File: src/rtl/mips_inst_encoder_if.sv
// rtl/mips_inst_encoder_if.sv - command and word-stream bundle for the MIPS instruction encoder
interface mips_inst_encoder_if;
  logic        in_valid;
  logic        in_ready;
  logic [2:0]  in_kind;
  logic [3:0]  in_aluc;
  logic [3:0]  in_jmp;
  logic [4:0]  in_ra;
  logic [4:0]  in_rb;
  logic [4:0]  in_rn;
  logic [31:0] in_imm;
  logic        in_useimm;
  logic [31:0] in_pc;
  logic        out_valid;
  logic        out_ready;
  logic [31:0] out_inst;
  logic [31:0] out_pc;
  logic        out_last;
  logic        err;
  logic [1:0]  err_code;

  modport master (
    output in_valid, in_kind, in_aluc, in_jmp, in_ra, in_rb, in_rn, in_imm, in_useimm, in_pc,
    output out_ready,
    input  in_ready, out_valid, out_inst, out_pc, out_last, err, err_code
  );

  modport slave (
    input  in_valid, in_kind, in_aluc, in_jmp, in_ra, in_rb, in_rn, in_imm, in_useimm, in_pc,
    input  out_ready,
    output in_ready, out_valid, out_inst, out_pc, out_last, err, err_code
  );
endinterface

File: src/rtl/mips_inst_encoder.sv
// rtl/mips_inst_encoder.sv - micro-op to MIPS-I word encoder with LUI/ORI expansion through $at
module mips_inst_encoder #(
  parameter int AT_REG    = 1,
  parameter int MAX_WORDS = 4
) (
  input logic                clk,
  input logic                rst,
  mips_inst_encoder_if.slave bus
);
  localparam int         IW = $clog2(MAX_WORDS);
  localparam int         CW = $clog2(MAX_WORDS + 1);
  localparam logic [4:0] AT = AT_REG[4:0];

  localparam logic [2:0] K_ALU = 3'd0, K_LOAD = 3'd1, K_STORE = 3'd2, K_BRANCH = 3'd3;
  localparam logic [2:0] K_JUMP = 3'd4, K_JAL = 3'd5, K_JR = 3'd6;
  localparam logic [3:0] A_ADD = 4'b0000, A_OR = 4'b0101;
  localparam logic [5:0] OP_J = 6'h02, OP_JAL = 6'h03, OP_BEQ = 6'h04, OP_BNE = 6'h05;
  localparam logic [5:0] OP_ADDI = 6'h08, OP_ANDI = 6'h0C, OP_ORI = 6'h0D, OP_XORI = 6'h0E;
  localparam logic [5:0] OP_LUI = 6'h0F, OP_LW = 6'h23, OP_SW = 6'h2B;

  typedef enum logic [0:0] {S_IDLE, S_EMIT} state_t;

  function automatic logic [31:0] r_type(input logic [4:0] rs, input logic [4:0] rt,
                                         input logic [4:0] rd, input logic [4:0] sa,
                                         input logic [5:0] fn);
    return {6'h00, rs, rt, rd, sa, fn};
  endfunction

  function automatic logic [31:0] i_type(input logic [5:0] op, input logic [4:0] rs,
                                         input logic [4:0] rt, input logic [15:0] imm);
    return {op, rs, rt, imm};
  endfunction

  state_t          state_q, state_d;
  logic            out_valid_q, out_valid_d;
  logic [31:0]     out_inst_q, out_inst_d;
  logic [31:0]     out_pc_q, out_pc_d;
  logic            out_last_q, out_last_d;
  logic            err_q, err_d;
  logic [1:0]      err_code_q, err_code_d;
  logic [31:0]     word_q [MAX_WORDS];
  logic [31:0]     word_d [MAX_WORDS];
  logic [CW-1:0]   cnt_q, cnt_d;
  logic [IW-1:0]   idx_q, idx_d, idx_nxt;

  logic [5:0]      alu_fn, alu_iop;
  logic            alu_ok, alu_shift, alu_has_iop;
  logic [15:0]     imm_hi, imm_lo;
  logic            imm_s16;
  logic [31:0]     pc4;
  logic [29:0]     br_off;
  logic            br_fits;
  logic            is_store;
  logic [5:0]      mem_op;
  logic [4:0]      mem_rt;

  logic [31:0]     enc_w [4];
  logic [CW-1:0]   enc_n;
  logic            enc_err;
  logic [1:0]      enc_code;

  always_comb begin
    alu_fn      = 6'h00;
    alu_iop     = 6'h00;
    alu_ok      = 1'b1;
    alu_shift   = 1'b0;
    alu_has_iop = 1'b0;
    case (bus.in_aluc)
      4'b0000: alu_fn = 6'h20;
      4'b0100: alu_fn = 6'h22;
      4'b0001: begin alu_fn = 6'h24; alu_iop = OP_ANDI; alu_has_iop = 1'b1; end
      4'b0101: begin alu_fn = 6'h25; alu_iop = OP_ORI;  alu_has_iop = 1'b1; end
      4'b0010: begin alu_fn = 6'h26; alu_iop = OP_XORI; alu_has_iop = 1'b1; end
      4'b0011: begin alu_fn = 6'h00; alu_shift = 1'b1; end
      4'b0111: begin alu_fn = 6'h02; alu_shift = 1'b1; end
      4'b1111: begin alu_fn = 6'h03; alu_shift = 1'b1; end
      default: alu_ok = 1'b0;
    endcase
  end

  assign imm_hi   = bus.in_imm[31:16];
  assign imm_lo   = bus.in_imm[15:0];
  assign imm_s16  = (bus.in_imm[31:15] == {17{bus.in_imm[15]}});
  assign pc4      = bus.in_pc + 32'd4;
  assign br_off   = 30'((bus.in_imm - pc4) >> 2);
  assign br_fits  = (br_off[29:15] == {15{br_off[15]}});
  assign is_store = (bus.in_kind == K_STORE);
  assign mem_op   = is_store ? OP_SW : OP_LW;
  assign mem_rt   = is_store ? bus.in_rb : bus.in_rn;

  // Encode the whole command up front so IDLE can load the buffer in one cycle.
  always_comb begin
    enc_n    = CW'(1);
    enc_err  = 1'b0;
    enc_code = 2'd0;
    for (int i = 0; i < 4; i++) enc_w[i] = '0;
    case (bus.in_kind)
      K_ALU: begin
        if (!alu_ok || (alu_shift && !bus.in_useimm)) begin
          enc_err = 1'b1; enc_code = 2'd3;
        end else if (alu_shift) begin
          enc_w[0] = r_type(5'd0, bus.in_ra, bus.in_rn, bus.in_imm[4:0], alu_fn);
        end else if (!bus.in_useimm) begin
          enc_w[0] = r_type(bus.in_ra, bus.in_rb, bus.in_rn, 5'd0, alu_fn);
        end else if (bus.in_aluc == A_ADD && imm_s16) begin
          enc_w[0] = i_type(OP_ADDI, bus.in_ra, bus.in_rn, imm_lo);
        end else if (alu_has_iop && imm_hi == 16'h0000) begin
          enc_w[0] = i_type(alu_iop, bus.in_ra, bus.in_rn, imm_lo);
        end else if (bus.in_aluc == A_OR && bus.in_ra == 5'd0 && imm_lo == 16'h0000) begin
          enc_w[0] = i_type(OP_LUI, 5'd0, bus.in_rn, imm_hi);
        end else if (bus.in_ra == AT || bus.in_rn == AT) begin
          enc_err = 1'b1; enc_code = 2'd3;
        end else begin
          enc_n    = CW'(3);
          enc_w[0] = i_type(OP_LUI, 5'd0, AT, imm_hi);
          enc_w[1] = i_type(OP_ORI, AT, AT, imm_lo);
          enc_w[2] = r_type(bus.in_ra, AT, bus.in_rn, 5'd0, alu_fn);
        end
      end
      K_LOAD, K_STORE: begin
        if (imm_s16) begin
          enc_w[0] = i_type(mem_op, bus.in_ra, mem_rt, imm_lo);
        end else if (bus.in_ra == AT || bus.in_rn == AT || (is_store && bus.in_rb == AT)) begin
          enc_err = 1'b1; enc_code = 2'd3;
        end else begin
          enc_n    = CW'(4);
          enc_w[0] = i_type(OP_LUI, 5'd0, AT, imm_hi);
          enc_w[1] = i_type(OP_ORI, AT, AT, imm_lo);
          enc_w[2] = r_type(AT, bus.in_ra, AT, 5'd0, 6'h20);
          enc_w[3] = i_type(mem_op, AT, mem_rt, 16'h0000);
        end
      end
      K_BRANCH: begin
        if (bus.in_jmp != 4'd7 && bus.in_jmp != 4'd8) begin
          enc_err = 1'b1; enc_code = 2'd3;
        end else if (bus.in_imm[1:0] != 2'b00) begin
          enc_err = 1'b1; enc_code = 2'd2;
        end else if (!br_fits) begin
          enc_err = 1'b1; enc_code = 2'd1;
        end else begin
          enc_w[0] = i_type((bus.in_jmp == 4'd7) ? OP_BEQ : OP_BNE,
                            bus.in_ra, bus.in_rb, br_off[15:0]);
        end
      end
      K_JUMP, K_JAL: begin
        if (bus.in_imm[1:0] != 2'b00) begin
          enc_err = 1'b1; enc_code = 2'd2;
        end else if (bus.in_imm[31:28] != pc4[31:28]) begin
          enc_err = 1'b1; enc_code = 2'd1;
        end else begin
          enc_w[0] = {(bus.in_kind == K_JAL) ? OP_JAL : OP_J, bus.in_imm[27:2]};
        end
      end
      K_JR: enc_w[0] = r_type(bus.in_ra, 5'd0, 5'd0, 5'd0, 6'h08);
      default: begin
        enc_err = 1'b1; enc_code = 2'd3;
      end
    endcase
  end

  always_comb begin
    state_d     = state_q;
    out_valid_d = out_valid_q;
    out_inst_d  = out_inst_q;
    out_pc_d    = out_pc_q;
    out_last_d  = out_last_q;
    err_d       = 1'b0;
    err_code_d  = 2'd0;
    cnt_d       = cnt_q;
    idx_d       = idx_q;
    for (int i = 0; i < MAX_WORDS; i++) word_d[i] = word_q[i];
    idx_nxt     = idx_q + IW'(1);
    case (state_q)
      S_IDLE: begin
        if (bus.in_valid) begin
          if (enc_err) begin
            err_d      = 1'b1;
            err_code_d = enc_code;
          end else begin
            state_d     = S_EMIT;
            for (int i = 0; i < 4; i++) word_d[i] = enc_w[i];
            cnt_d       = enc_n;
            idx_d       = '0;
            out_valid_d = 1'b1;
            out_inst_d  = enc_w[0];
            out_pc_d    = bus.in_pc;
            out_last_d  = (enc_n == CW'(1));
          end
        end
      end
      S_EMIT: begin
        if (bus.out_ready) begin
          if (out_last_q) begin
            state_d     = S_IDLE;
            out_valid_d = 1'b0;
            out_last_d  = 1'b0;
            cnt_d       = '0;
            idx_d       = '0;
          end else begin
            idx_d      = idx_nxt;
            out_inst_d = word_q[idx_nxt];
            out_pc_d   = out_pc_q + 32'd4;
            out_last_d = (CW'(idx_nxt) == cnt_q - CW'(1));
          end
        end
      end
      default: state_d = S_IDLE;
    endcase
  end

  always_ff @(posedge clk or posedge rst) begin
    if (rst) begin
      state_q     <= S_IDLE;
      out_valid_q <= 1'b0;
      out_inst_q  <= '0;
      out_pc_q    <= '0;
      out_last_q  <= 1'b0;
      err_q       <= 1'b0;
      err_code_q  <= 2'd0;
      cnt_q       <= '0;
      idx_q       <= '0;
      for (int i = 0; i < MAX_WORDS; i++) word_q[i] <= '0;
    end else begin
      state_q     <= state_d;
      out_valid_q <= out_valid_d;
      out_inst_q  <= out_inst_d;
      out_pc_q    <= out_pc_d;
      out_last_q  <= out_last_d;
      err_q       <= err_d;
      err_code_q  <= err_code_d;
      cnt_q       <= cnt_d;
      idx_q       <= idx_d;
      for (int i = 0; i < MAX_WORDS; i++) word_q[i] <= word_d[i];
    end
  end

  assign bus.in_ready  = (state_q == S_IDLE);
  assign bus.out_valid = out_valid_q;
  assign bus.out_inst  = out_inst_q;
  assign bus.out_pc    = out_pc_q;
  assign bus.out_last  = out_last_q;
  assign bus.err       = err_q;
  assign bus.err_code  = err_code_q;
endmodule

File: src/flat_wrapper.sv
// flat-port wrapper written by rule: the top's interface ports become plain ports
module mips_inst_encoder_flat 
#(
  parameter int AT_REG    = 1,
  parameter int MAX_WORDS = 4
)
  (clk, rst, bus_in_valid, bus_in_kind, bus_in_aluc, bus_in_jmp, bus_in_ra, bus_in_rb, bus_in_rn, bus_in_imm, bus_in_useimm, bus_in_pc, bus_out_ready, bus_in_ready, bus_out_valid, bus_out_inst, bus_out_pc, bus_out_last, bus_err, bus_err_code);
  mips_inst_encoder_if bus_i ();
  input logic clk;
  input logic rst;
  input wire logic [$bits(bus_i.in_valid)-1:0] bus_in_valid;
  input wire logic [$bits(bus_i.in_kind)-1:0] bus_in_kind;
  input wire logic [$bits(bus_i.in_aluc)-1:0] bus_in_aluc;
  input wire logic [$bits(bus_i.in_jmp)-1:0] bus_in_jmp;
  input wire logic [$bits(bus_i.in_ra)-1:0] bus_in_ra;
  input wire logic [$bits(bus_i.in_rb)-1:0] bus_in_rb;
  input wire logic [$bits(bus_i.in_rn)-1:0] bus_in_rn;
  input wire logic [$bits(bus_i.in_imm)-1:0] bus_in_imm;
  input wire logic [$bits(bus_i.in_useimm)-1:0] bus_in_useimm;
  input wire logic [$bits(bus_i.in_pc)-1:0] bus_in_pc;
  input wire logic [$bits(bus_i.out_ready)-1:0] bus_out_ready;
  output wire logic [$bits(bus_i.in_ready)-1:0] bus_in_ready;
  output wire logic [$bits(bus_i.out_valid)-1:0] bus_out_valid;
  output wire logic [$bits(bus_i.out_inst)-1:0] bus_out_inst;
  output wire logic [$bits(bus_i.out_pc)-1:0] bus_out_pc;
  output wire logic [$bits(bus_i.out_last)-1:0] bus_out_last;
  output wire logic [$bits(bus_i.err)-1:0] bus_err;
  output wire logic [$bits(bus_i.err_code)-1:0] bus_err_code;
  assign bus_i.in_valid = bus_in_valid;
  assign bus_i.in_kind = bus_in_kind;
  assign bus_i.in_aluc = bus_in_aluc;
  assign bus_i.in_jmp = bus_in_jmp;
  assign bus_i.in_ra = bus_in_ra;
  assign bus_i.in_rb = bus_in_rb;
  assign bus_i.in_rn = bus_in_rn;
  assign bus_i.in_imm = bus_in_imm;
  assign bus_i.in_useimm = bus_in_useimm;
  assign bus_i.in_pc = bus_in_pc;
  assign bus_i.out_ready = bus_out_ready;
  assign bus_in_ready = bus_i.in_ready;
  assign bus_out_valid = bus_i.out_valid;
  assign bus_out_inst = bus_i.out_inst;
  assign bus_out_pc = bus_i.out_pc;
  assign bus_out_last = bus_i.out_last;
  assign bus_err = bus_i.err;
  assign bus_err_code = bus_i.err_code;
  mips_inst_encoder #(.AT_REG(AT_REG), .MAX_WORDS(MAX_WORDS)) u_core (.clk(clk), .rst(rst), .bus(bus_i));
endmodule
File: config.mk
export PLATFORM = sky130hd
export DESIGN_NAME = mips_inst_encoder_flat
export DESIGN_NICKNAME = d
export VERILOG_FILES = /design/src/rtl/mips_inst_encoder_if.sv /design/src/rtl/mips_inst_encoder.sv /design/src/flat_wrapper.sv
export SDC_FILE = /design/constraint.sdc
export NUM_CORES = 1
export LEC_CHECK = 0
export ABC_AREA = 1
export CORE_MARGIN = 2
export CORE_UTILIZATION = 35
export DETAILED_ROUTE_END_ITERATION = 10
export PLACE_DENSITY = 0.6
export REMOVE_ABC_BUFFERS = 1
export SLEW_MARGIN = 40
export SYNTH_ARGS = -nofsm -noshare
export SYNTH_HDL_FRONTEND = slang
export SYNTH_SLANG_ARGS = --single-unit
File: constraint.sdc
create_clock -name clk -period 4.42 [get_ports clk]
set_input_delay 0.442 -clock clk [delete_from_list [all_inputs] [get_ports clk]]
set_output_delay 0.442 -clock clk [all_outputs]
set_load 0.03 [all_outputs]
Word-level counts from Yosys, hierarchy flattened
Cells that the tools add are included.
W data, S select, Z words.
- bits in registers: 203
- bits in latches: 0
- RAM bits: 0
- memory bits (read-only): 0
- input bits: 95
- output and inout bits: 70
- memories: 0
- add/sub/neg operators: 5
- $mul: 0
- divide/modulo/power cells: 0
- $lt $le $gt $ge: 1
- eq/ne operators: 29
- shift operators: 0
- muxes and demuxes: 116
- bitwise operators: 3
- reductions and logical operators: 27
- operators by type and width (cell ; count):
    $mux W32 ; 22
    $mux W64 ; 5
    $mux W96 ; 2
    $pmux W32 S5 ; 1
    $pmux W32 S2 ; 2
    $pmux W64 S2 ; 1
    $mux W126 ; 1
    $mux W94 ; 1
    $add A32 B3 Y32 const B ; 2
    $bmux W32 S2 ; 1
    $pmux W6 S7 ; 1
    $mux W2 ; 20
    $mux W1 ; 36
    $mux W3 ; 12
    $logic_not A16 Y1 ; 2
    $sub A32 B32 Y32 ; 1
    $eq A16 B16 Y1 ; 1
    $eq A4 B3 Y1 const B ; 4
    $eq A5 B1 Y1 const B ; 3
    $eq A14 B14 Y1 ; 1
    $pmux W3 S2 ; 2
    $pmux W4 S3 ; 1
    $ne A2 B2 Y1 const B ; 5
    $pmux W2 S5 ; 1
    other kinds (32) ; 53

Depth between registers and ports, before layout
- depth in word-level cells: 14
- depth in mapped cells: 37
- gate-level depth less buffers: 36

Least setup slack after synthesis
No wires, ideal clock.
- kind: input-to-reg
- from: input port bus_in_pc[2]
- to: register u_core.out_inst_q[4], in the netlist u_core.bus.out_inst[4]
- arrival: 4.370 ns
- slack: -0.079 ns
- stages on the path: 34
- path buffers: 1
- cells stage by stage: ha_1 > nand3_1 > nor2_1 > nand3_1 > inv_1 > nand3_1 > nor2_1 > nand2_1 > nor4_1 > nand4_1 > nor2_1 > nand2_1 > nor2_1 > nand2_1 > xor2_1 > ha_1 > inv_1 > nor3_1 > nand2_1 > nor2_1 > nand2_1 > nand3_1 > nand2_1 > nand2_1 > nand2_1 > a21oi_1 > nand4_1 > nand2_1 > nand3_4 > nand2_2 > nand2_1 > buf_2 > nand2_1 > o21ai_0
- cells in the longest elaborated chain, start to end: 10
- ends and longest elaborated chain (item ; RTL line ; source):
    start: declaration ; flat_wrapper.sv:20 ; input wire logic [$bits(bus_i.in_pc)-1:0] bus_in_pc;
    $add A32 B3 Y32 * ; mips_inst_encoder.sv:84 ; assign pc4 = bus.in_pc + 32'd4;
    $sub A32 B32 Y32 ; mips_inst_encoder.sv:85 ; assign br_off = 30'((bus.in_imm - pc4) >> 2);
    $eq A14 B14 Y1 ; mips_inst_encoder.sv:86 ; assign br_fits = (br_off[29:15] == {15{br_off[15]}});
    $mux W32 ; mips_inst_encoder.sv:138 ; end else if (!br_fits) begin
    $mux W32 ; mips_inst_encoder.sv:136 ; end else if (bus.in_imm[1:0] != 2'b00) begin
    $mux W32 ; mips_inst_encoder.sv:134 ; if (bus.in_jmp != 4'd7 && bus.in_jmp != 4'd8) begin
    $pmux W32 S5 ; mips_inst_encoder.sv:97 ; case (bus.in_kind)
    $mux W32 ; mips_inst_encoder.sv:176 ; if (enc_err) begin
    $mux W32 ; mips_inst_encoder.sv:175 ; if (bus.in_valid) begin
    $pmux W32 S2 ; mips_inst_encoder.sv:173 ; case (state_q)
    end signal: assignment ; mips_inst_encoder.sv:226 ; out_inst_q <= out_inst_d;
    end: declaration ; mips_inst_encoder.sv:36 ; logic [31:0] out_inst_q, out_inst_d;
Every way passes the cells marked *; elsewhere a longest branch is shown, timed or not. The select of a mux whose other input is x is not followed.
A chain may end at the register's enable or synchronous reset.

Final worst setup path
- from: input port bus_in_pc[2]
- to: register u_core.word_q[16] in the netlist's numbering
- cells in the longest elaborated chain, start to end: 9
- ends and longest elaborated chain (item ; RTL line ; source):
    $add A32 B3 Y32 * ; mips_inst_encoder.sv:84 ;
    $sub A32 B32 Y32 ; mips_inst_encoder.sv:85 ;
    $eq A14 B14 Y1 ; mips_inst_encoder.sv:86 ;
    $mux W1 ; mips_inst_encoder.sv:138 ;
    $mux W1 ; mips_inst_encoder.sv:136 ;
    $mux W1 ; mips_inst_encoder.sv:134 ;
    $pmux W1 S5 * ; mips_inst_encoder.sv:97 ;
    $not A1 Y1 (no source line) * ; -- ;
    $reduce_and A3 Y1 (no source line) * ; -- ;
    end: declaration ; mips_inst_encoder.sv:41 ; logic [31:0] word_q [MAX_WORDS];
Every way passes the cells marked *; elsewhere a longest branch is shown, timed or not.

==> flow_summary.json <==
{
  "placed_area_sq_um": 16000,
  "yosys_warnings": 0,
  "seqPwrFrac_pct": 31.0,
  "min_to": "u_core.bus.out_pc[3]",
  "drive_gt1_share_pct": 22.7,
  "reg2reg_from": "u_core.bus.out_pc[2]",
  "rows": 69,
  "p_int_mw": 3.06,
  "setup_viol": 9,
  "antenna_cells": 0,
  "synthFlopType": "dfrtp_1",
  "status": "finished, violations left",
  "layout_setup_ws_ns": -0.0256,
  "crit_top_cell": "nand2_2",
  "slowest_delay_ns": 0.36,
  "r2r_slack_ns": 1.47,
  "holdBufCountCts": 0,
  "cts_buffer_depth": 2,
  "period_share_pct": 101,
  "area_growth_pct": 49.0,
  "crit_type": "primary input to flip-flop",
  "violations": "setup timing",
  "initial_core_util_pct": 35.4,
  "async_reset_ff_share_pct": 100,
  "synth-compound-area-share_pct": 13.8,
  "wirelength_um": 53600,
  "comb_power_share_pct": 39.4,
  "fin_worst_skew_ns": 0.0129,
  "grt_pass1_vias": 14200,
  "grt_max_degree": 94,
  "regToRegEndpoint": "u_core.bus.out_pc[30]",
  "pin_count": 165,
  "drc": 0,
  "drtIter0Drc": 1281,
  "layout.nets": 2590,
  "routedWlPerCell_um": 18.2,
  "vias": 15200,
  "vias_per_cell": 5.17,
  "synthDistinctLibCells": 43,
  "drt-pass1-iter-count": 5,
  "ys_seq_area_share_pct": 29.5,
  "ys_ff_latch": 148,
  "synth_top_family_by_area": "simple AND/OR/NAND/NOR gates",
  "hold_path_depth": 6,
  "required_ns": 4.81,
  "slew_viol_final": 0,
  "crit_path_start": "bus_in_pc[2]",
  "powerDensity_nw_per_um2": 270,
  "die_h_um": 193,
  "cap_viol_max_count": 0,
  "crit_path_max_fanout": 7,
  "cts-buffers-inserted": 17,
  "tightest_slew_ns": 0.823,
  "design_area_sq_um": 18700,
  "p_total_mw": 5.05,
  "arrival_ns": 4.83,
  "fill_cells": 3544,
  "hold_viol": 0,
  "yosys.area_share.xor_xnor_pct": 3.76,
  "cts_tree": "done",
  "postRouteAntennaNets": 0,
  "h-tree-depth": 4,
  "min-delay-start": "bus_in_pc[3]",
  "die_area_sq_um": 37400,
  "cp-start-kind": "primary input",
  "synth_edf_count": 0,
  "dp_slack_ns": -1.40,
  "worst_r2r_path_depth": 17,
  "clk_latency_ns": 0.47,
  "p_clk_share_pct": 29.6,
  "fin_crit_ns": 4.45,
  "synthMuxAreaShare_pct": 0,
  "critical_path.endpoint_type": "flip-flop",
  "grt_overflow": 0,
  "syn-cell-area_sq_um": 12600,
  "avgSynthCellArea_sq_um": 6.03,
  "gp_congestion": 0.954,
  "dpl.hpwl_um": 38900,
  "leakagePower_nw": 9.65,
  "grt_pass1_wl_um": 78700,
  "antenna_found_initial": 0,
  "yosys.area_share.adder_pct": 3.29,
  "peakVddDrop_v": 0.000293,
  "clock_sinks": 148,
  "portBuffers": 163,
  "yosys.area_share.simple_pct": 37.1,
  "sw_frac_of_total_pct": 39.5,
  "hold_path_class": "primary input to flip-flop",
  "track_usage_pct": 26.8,
  "critPathSlowestCell": "ha_1",
  "slew_headroom_pct": 45.1,
  "die_w_um": 193,
  "clk_pin_slew_ns": 0.07,
  "rsz0062_at_grt": "true",
  "timing.fmax_ghz": 0.225,
  "p_sw_mw": 1.99,
  "core_area_sq_um": 35500,
  "postSynthCellCount": 2084,
  "root_buffer": "clkbuf_16"
}
[worst max-delay path by stage]
stage,endpoint,slack (ns),depth (start not counted)
CTS,u_core.bus.out_pc[12],-0.31,39
finish,u_core.word_q[16],-0.03,38
global placement,u_core.word_q[32],-1.40,34
detailed placement,u_core.word_q[32],-1.40,32
global route,u_core.bus.out_inst[4],-0.35,38
floorplan,u_core.bus.out_pc[10],-1.01,31
[layer usage]
metal / up-vias / global-route usage (%) / wire length, um
met5: - / 0 / 0
met4: 0 / 8.54 / 2430
met3: 125 / 4.24 / 3050
met2: 566 / 45.4 / 25200
met1: 7104 / 35.0 / 22900
li1: 7393 / - / -
[cells in the mapped netlist, types with 5 or more instances]
cell type  count  area (sq um)
buf_2         18          90.1
a21oi_1       60           300
nor2_1       150           563
xnor2_1       12           105
o211ai_1      12          90.1
nand4_1       53           332
o21ai_0      163           816
nand3b_1       6          45.0
o221ai_1       6          52.6
a31oi_1        7          43.8
a32oi_1        5          43.8
o31ai_1        6          45.0
nand2_1      766          2880
nor4_1        14          87.6
inv_2         12          45.0
inv_1        334          1250
o22ai_1       17           106
xor2_1        42           368
a22oi_1        8          60.1
nor3_1        26           130
clkbuf_1      32           120
dfrtp_1      148          3700
o21ai_1       13          65.1
ha_1          33           413
nand3_1      100           500
[layout make-up]
class | count | area (sq um) | share of cell area, %
repair buffers | 414 | 4090 | 21.8
inverters | 350 | 1340 | 7.15
repair inverters | 1 | 8.76 | 0.0468
clock buffers | 17 | 425 | 2.27
flip-flops and latches | 148 | 3700 | 19.8
well taps | 461 | 577 | 3.08
multi-input cells | 1530 | 8420 | 45.0
clock inverters | 15 | 165 | 0.882
[timing repair]
action	4_1_cts	5_1_grt
pin swaps	38	117
resized for setup	160	308
gates cloned	8	16
endpoints found under the setup margin	148	148
setup buffers	24	22
[per-stage QoR]
stage               hold WS (ns)  setup TNS (ns)  cells  utilization (%)
finish                     0.360          -0.111   2936             52.8
global route               0.397          -35.82   2936             52.8
CTS                        0.354          -26.07   2903             49.1
detailed placement         0.464         -171.27   2840             45.2
global placement           0.462         -165.50   2840             45.2
floorplan                  0.442         -102.77   2028                -
[critical path: cells and delay by family]
family	cells	cell delay, ns
buffers and inverters	9	1.03
AND/OR/NAND/NOR	23	2.28
adder cells (fa/ha/maj)	2	0.50
AO/OA/AOI/OAI	3	0.37
XOR/XNOR	1	0.18
[cells in the final DEF (no fill, tap or decap), types with 12 or more instances in the layout]
master and n:
a21oi_1 49, buf_4 189, buf_6 29, clkbuf_16 28, clkdlybuf4s50_1 152, dfrtp_1 147, ha_1 25, inv_1 324
inv_2 19, nand2_1 662, nand2_2 86, nand2_4 19, nand3_1 80, nand3_2 18, nand4_1 53, nor2_1 123
nor2_2 18, nor2_4 14, nor3_1 21, nor4_1 12, o211ai_1 12, o21ai_0 82, o21ai_1 41, o21ai_2 46
o22ai_1 16, xnor2_1 12, xor2_1 40
[cell families (layout without fill, tap and decap cells)]
group / count (synthesis) / after routing
buf+inv: 406 / 797
other cells: 1 / 1
xor+xnor: 54 / 54
simple gates: 1132 / 1132
fa+ha+maj: 33 / 33
compound gates: 310 / 310
flops: 148 / 148
[power groups by stage]
stage,Clock [mW],Sequential [mW],Combinational (mW)
6_report,1.49,1.56,1.99
3_3_place_gp,0,1.59,1.76
3_5_place_dp,0,1.59,1.77
5_1_grt,1.58,1.58,2.16
4_1_cts,1.51,1.57,1.85
2_1_floorplan,0,1.77,0.766
[registers in the layout (all words and copies together) (netlist names)]
register / count
u_core.idx_q: 2
u_core.state_q: 1
u_core.bus.out_inst: 31
u_core.bus.err_code: 2
u_core.bus.out_valid: 1
u_core.bus.out_pc: 32
u_core.word_q: 74
u_core.bus.out_last: 1
u_core.bus.err: 1
u_core.cnt_q: 3
(Power assumes the default switching activity.)
